### config.mk
export PLATFORM = sky130hd
export DESIGN_NAME = vctr_sq_acc
export DESIGN_NICKNAME = d
export VERILOG_FILES = /design/src/rtl/vctr_sq_acc.sv
export SDC_FILE = /design/constraint.sdc
export NUM_CORES = 1
export LEC_CHECK = 0
export ABC_CLOCK_PERIOD_IN_PS = 24500
export BUFFER_PORTS_ARGS = -buffer_cell sky130_fd_sc_hd__buf_2
export CAP_MARGIN = 15
export CORE_UTILIZATION = 56
export CTS_BUF_LIST = sky130_fd_sc_hd__clkbuf_8
export DETAILED_ROUTE_END_ITERATION = 7
export PLACE_DENSITY = 0.81
export SETUP_SLACK_MARGIN = 0.4
export SYNTH_ARGS = -nofsm -noshare
export SYNTH_HDL_FRONTEND = slang
export SYNTH_SLANG_ARGS = --single-unit
### constraint.sdc
create_clock -name clk -period 24.5 [get_ports clk]
set_input_delay 2.45 -clock clk [delete_from_list [all_inputs] [get_ports clk]]
set_output_delay 2.45 -clock clk [all_outputs]
set_load 0.05 [all_outputs]
### src/rtl/vctr_sq_acc.sv
// Streams signed elements from an upstream FIFO and accumulates their squares.
// Define HM_SQ_ACC_DIV_EN to divide the sum by the length, giving the mean square.
module vctr_sq_acc #(
  parameter int DATA_WIDTH  = 16,
  parameter int LENGTH_BITS = 8,
  parameter int ACC_WIDTH   = 2*DATA_WIDTH + LENGTH_BITS
) (
  input  logic                   clk,
  input  logic                   rst_n,
  input  logic [DATA_WIDTH-1:0]  data_in,
  input  logic                   data_in_empty,
  output logic                   data_in_rd_en,
  input  logic [LENGTH_BITS-1:0] vector_length,
  input  logic                   start,
  output logic [ACC_WIDTH-1:0]   result,
  output logic                   done,
  output logic                   idle,
  output logic                   ready
);

  typedef enum logic [1:0] {
    S_IDLE    = 2'd0,
    S_COMPUTE = 2'd1,
`ifdef HM_SQ_ACC_DIV_EN
    S_DIVIDE  = 2'd2,
`endif
    S_DONE    = 2'd3
  } state_t;

  state_t                   state_q, state_d;
  logic [LENGTH_BITS-1:0]   len_q, len_d;
  logic [LENGTH_BITS-1:0]   issued_q, issued_d;
  logic [LENGTH_BITS-1:0]   received_q, received_d;
  logic [ACC_WIDTH-1:0]     acc_q, acc_d;
  logic                     rd_vld_q, rd_vld_d;
  logic                     data_vld_q, data_vld_d;
  logic [DATA_WIDTH-1:0]    data_q, data_d;
  logic [ACC_WIDTH-1:0]     result_q, result_d;
  logic                     done_q, done_d;
  logic                     idle_q, idle_d;
  logic [2*DATA_WIDTH-1:0]  ext_s;
  logic [2*DATA_WIDTH-1:0]  sq_s;

`ifdef HM_SQ_ACC_DIV_EN
  localparam int CNT_W = $clog2(ACC_WIDTH + 1);
  logic [ACC_WIDTH-1:0]     rem_q, rem_d;
  logic [CNT_W-1:0]         div_cnt_q, div_cnt_d;
  logic [ACC_WIDTH:0]       rem_shift_s;
  logic [ACC_WIDTH:0]       divisor_s;
  // Restoring divider: acc_q doubles as the dividend/quotient shift register.
  assign rem_shift_s = {rem_q, acc_q[ACC_WIDTH-1]};
  assign divisor_s   = {{(ACC_WIDTH+1-LENGTH_BITS){1'b0}}, len_q};
`endif

  assign data_in_rd_en = (state_q == S_COMPUTE) && !data_in_empty && (issued_q < len_q);
  // Sign-extended square; the true square is non-negative so the low bits are exact.
  assign ext_s = {{DATA_WIDTH{data_q[DATA_WIDTH-1]}}, data_q};
  assign sq_s  = ext_s * ext_s;
  assign result = result_q;
  assign done   = done_q;
  assign idle   = idle_q;
  assign ready  = idle_q;

  // Next-state, pipeline and datapath logic.
  always_comb begin
    state_d    = state_q;
    len_d      = len_q;
    issued_d   = issued_q;
    received_d = received_q;
    acc_d      = acc_q;
    result_d   = result_q;
    rd_vld_d   = data_in_rd_en;
    data_vld_d = rd_vld_q;
    data_d     = data_q;
`ifdef HM_SQ_ACC_DIV_EN
    rem_d      = rem_q;
    div_cnt_d  = div_cnt_q;
`endif
    if (rd_vld_q) begin
      data_d = data_in;
    end else begin
      data_d = data_q;
    end
    if (data_vld_q) begin
      acc_d      = acc_q + ACC_WIDTH'(sq_s);
      received_d = received_q + LENGTH_BITS'(1);
    end else begin
      acc_d      = acc_q;
      received_d = received_q;
    end
    if (data_in_rd_en) begin
      issued_d = issued_q + LENGTH_BITS'(1);
    end else begin
      issued_d = issued_q;
    end
    case (state_q)
      S_IDLE: begin
        if (start) begin
          len_d      = vector_length;
          acc_d      = '0;
          issued_d   = '0;
          received_d = '0;
          if (vector_length == '0) begin
            state_d  = S_DONE;
            result_d = '0;
          end else begin
            state_d  = S_COMPUTE;
          end
        end else begin
          state_d = S_IDLE;
        end
      end
      S_COMPUTE: begin
        if (received_q == len_q) begin
`ifdef HM_SQ_ACC_DIV_EN
          state_d   = S_DIVIDE;
          rem_d     = '0;
          div_cnt_d = '0;
`else
          state_d   = S_DONE;
          result_d  = acc_q;
`endif
        end else begin
          state_d = S_COMPUTE;
        end
      end
`ifdef HM_SQ_ACC_DIV_EN
      S_DIVIDE: begin
        if (rem_shift_s >= divisor_s) begin
          rem_d = ACC_WIDTH'(rem_shift_s - divisor_s);
          acc_d = {acc_q[ACC_WIDTH-2:0], 1'b1};
        end else begin
          rem_d = ACC_WIDTH'(rem_shift_s);
          acc_d = {acc_q[ACC_WIDTH-2:0], 1'b0};
        end
        div_cnt_d = div_cnt_q + CNT_W'(1);
        if (div_cnt_q == CNT_W'(ACC_WIDTH-1)) begin
          state_d  = S_DONE;
          result_d = acc_d;
        end else begin
          state_d  = S_DIVIDE;
        end
      end
`endif
      S_DONE:  state_d = S_IDLE;
      default: state_d = S_IDLE;
    endcase
    done_d = (state_d == S_DONE);
    idle_d = (state_d == S_IDLE);
  end

  // State and output registers.
  always_ff @(posedge clk or negedge rst_n) begin
    if (!rst_n) begin
      state_q    <= S_IDLE;
      len_q      <= '0;
      issued_q   <= '0;
      received_q <= '0;
      acc_q      <= '0;
      rd_vld_q   <= 1'b0;
      data_vld_q <= 1'b0;
      data_q     <= '0;
      result_q   <= '0;
      done_q     <= 1'b0;
      idle_q     <= 1'b1;
`ifdef HM_SQ_ACC_DIV_EN
      rem_q      <= '0;
      div_cnt_q  <= '0;
`endif
    end else begin
      state_q    <= state_d;
      len_q      <= len_d;
      issued_q   <= issued_d;
      received_q <= received_d;
      acc_q      <= acc_d;
      rd_vld_q   <= rd_vld_d;
      data_vld_q <= data_vld_d;
      data_q     <= data_d;
      result_q   <= result_d;
      done_q     <= done_d;
      idle_q     <= idle_d;
`ifdef HM_SQ_ACC_DIV_EN
      rem_q      <= rem_d;
      div_cnt_q  <= div_cnt_d;
`endif
    end
  end

endmodule

==> qor.yml <==
logic_synthesis:
  synth_fp_nets: 2128
  netlist_area_um2: 15900
  synth_area_leaders: "fa_1, dfrtp_1, ha_1"
  seq_area_frac_synth_pct: 19.8
  ys_async_sr_fraction_pct: 100
  synth-edff-count: 0
  synth_seq_cells: 126
  ys.flop_type: "dfrtp_1"
  synthCells: 1733
  avgSynthCellArea_um2: 9.20
  synth_cell_types: 66
  ys_warn_count: 0
  yosysTopAreaCellShare_pct: 29.9
  yosysTopAreaCell: "fa_1"
setup_path:
  path_class: "reg -> reg"
  start_kind: "flip-flop"
  critPathCaptureType: "flip-flop"
  arrival_ns: 8.96
  crit_fanout: 18
  cpPeakStageDelay_ns: 0.73
  crit_required_ns: 24.88
  slowest_stage: "dfrtp_1"
  critPathMostFrequentCell: "fa_1"
grt:
  grt_max_degree: 76
  grt_util_all_layers_pct: 25.4
  grt_pass1_vias: 12237
  antenna_found_initial: 0
  grt_pass1_wl_um: 58200
  grt_overflow_total: 0
die:
  die_area_um2: 29200
  core_area_um2: 27900
  die-width_um: 171
  pin_count: 72
  initial_utilization_pct: 57.1
  die_y_um: 171
  rows: 61
clock_tree:
  cts_setup_buffers: 0
  clkTransAtPathRegs_ns: 0.09
  root_buffer: "clkbuf_8"
  ctsHoldBuffers: 0
  clock_latency_ns: 0.46
  cts_tree: "built"
  cts_sinks: 126
  cts_buffers: 17
  clock_path_buffers: 2
  ctsResizeCount: 0
  h-tree-depth: 4
finish:
  final_cell_mix: "inv_1, fa_1, nand2_1"
  register_area_um2: 3160
  area_delta_synth_final_pct: 7.09
  antenna_cells: 0
  final_common_cell: "inv_1"
  layout-drive-gt1-share_pct: 8.07
  multi_input_area_um2: 11300
  fill_cells: 2372
  final_area_um2: 17100
  nNetsFinal: 2166
route:
  drt-initial-drc-count: 511
  wl_per_cell_um: 15.9
  via_count: 11778
  avgViaCountPerCell: 5.45
  drcViolationCount: 0
  wl_um: 34300
  dr.pass1.iters: 5
  ant_nets: 0
timing:
  layout_min_cycle_time_ns: 8.58
  skew_ns: 0.0182
  fin_crit_sh_pct: 35.0
  whs_ns: 0.470
  fin_tns_setup_ns: 0
  fmax_ghz: 0.117
  setup_viol: 0
  final_hold_viol_count: 0
  drv_slew: 0
  worstMarginPinSlew_ns: 1.02
  rsz0062_at_grt: "false"
  slew_headroom_pct: 31.7
placement:
  port_buffers: 71
  place_congestion: 0.938
  hpwl_um: 27200
  post_dp_cell_area_um2: 16600
hold_path:
  hold_path_class: "reg -> reg"
flow_run:
  drv_cap: 0
status:
  status: "complete, no violations"
[flip-flops by register name (all words and copies together), names as in the netlist]
name and flops:
len_q 8, data_vld_d 1, done 1, result 40, received_q 8, acc_q 40, issued_q 8, idle 1
data_q 16, state_q 2, data_vld_q 1
[layer usage]
metal / global-route usage (%) / wire, um / vias to the layer above / share of wire [%]
met2: 44.7 / 17900 / 239 / 52
met3: 3.17 / 976 / 67 / 2.8
li1: - / - / 5513 / -
met5: 0 / 0 / - / 0
met4: 7.87 / 852 / 0 / 2.5
met1: 32.5 / 14600 / 5959 / 43
[final timing paths]
path / startpoint / end / slack (ns) / cells past startpoint
max: data_q[15] / acc_q[36] / 15.92 / 28
min: result[8] / result[8] / 0.47 / 2
max reg2reg: data_q[15] / acc_q[36] / 15.92 / 28
min reg2reg: result[8] / result[8] / 0.47 / 2
max in group asynchronous: rst_n / data_q[0] / 21.31 / 2
min in group asynchronous: rst_n / issued_q[5] / 2.03 / 1
[critical path, delay by kind of cell (launching register included)]
kind            cells  cell delay [ns]
buf+inv             5             0.81
flops               1             0.73
xor+xnor            1             0.16
simple gates        5             1.24
fa+ha+maj           8             3.64
compound gates      9             1.94
[per-stage QoR]
stage | std cells | setup WS, ns | util [%]
CTS | 2161 | 16.01 | 61.0
finish | 2162 | 15.92 | 61.1
detailed placement | 2129 | 16.06 | 59.5
global route | 2162 | 15.50 | 61.1
floorplan | 1733 | 16.77 | -
global placement | 2129 | 16.32 | 59.5
[cell families (layout without fill, tap and decap cells)]
logic type / count (synthesis) / after routing / share of synthesized area [%]
buffers and inverters: 402 / 453 / 9.53
XOR/XNOR: 92 / 92 / 5.05
flip-flops: 126 / 126 / 19.8
AND/OR/NAND/NOR: 489 / 489 / 13.9
adder cells (fa/ha/maj): 367 / 367 / 40.0
multiplexers: 39 / 39 / 2.53
AO/OA/AOI/OAI: 218 / 218 / 9.19
[area by class of cell]
class	count	area share [%]
multi-input combinational	1205	66.2
sequential	126	18.5
inverter	343	7.54
tap	378	2.77
timing repair buffer	78	2.54
clock buffer	21	1.69
clock inverter	11	0.762
[cell usage after synthesis, types with 28 or more instances]
master    instances
o21ai_0          47
fa_1            238
and2_1           49
nor2_1           91
nand3_1          56
dfrtp_1         125
xnor2_1          62
a21oi_1          62
mux2i_1          28
xor2_1           30
inv_1           343
nand2_1         221
ha_1            129
clkbuf_1         50
Power is not shown: default switching activity piles up to over one toggle a cycle in this logic, so the estimate is an artifact.
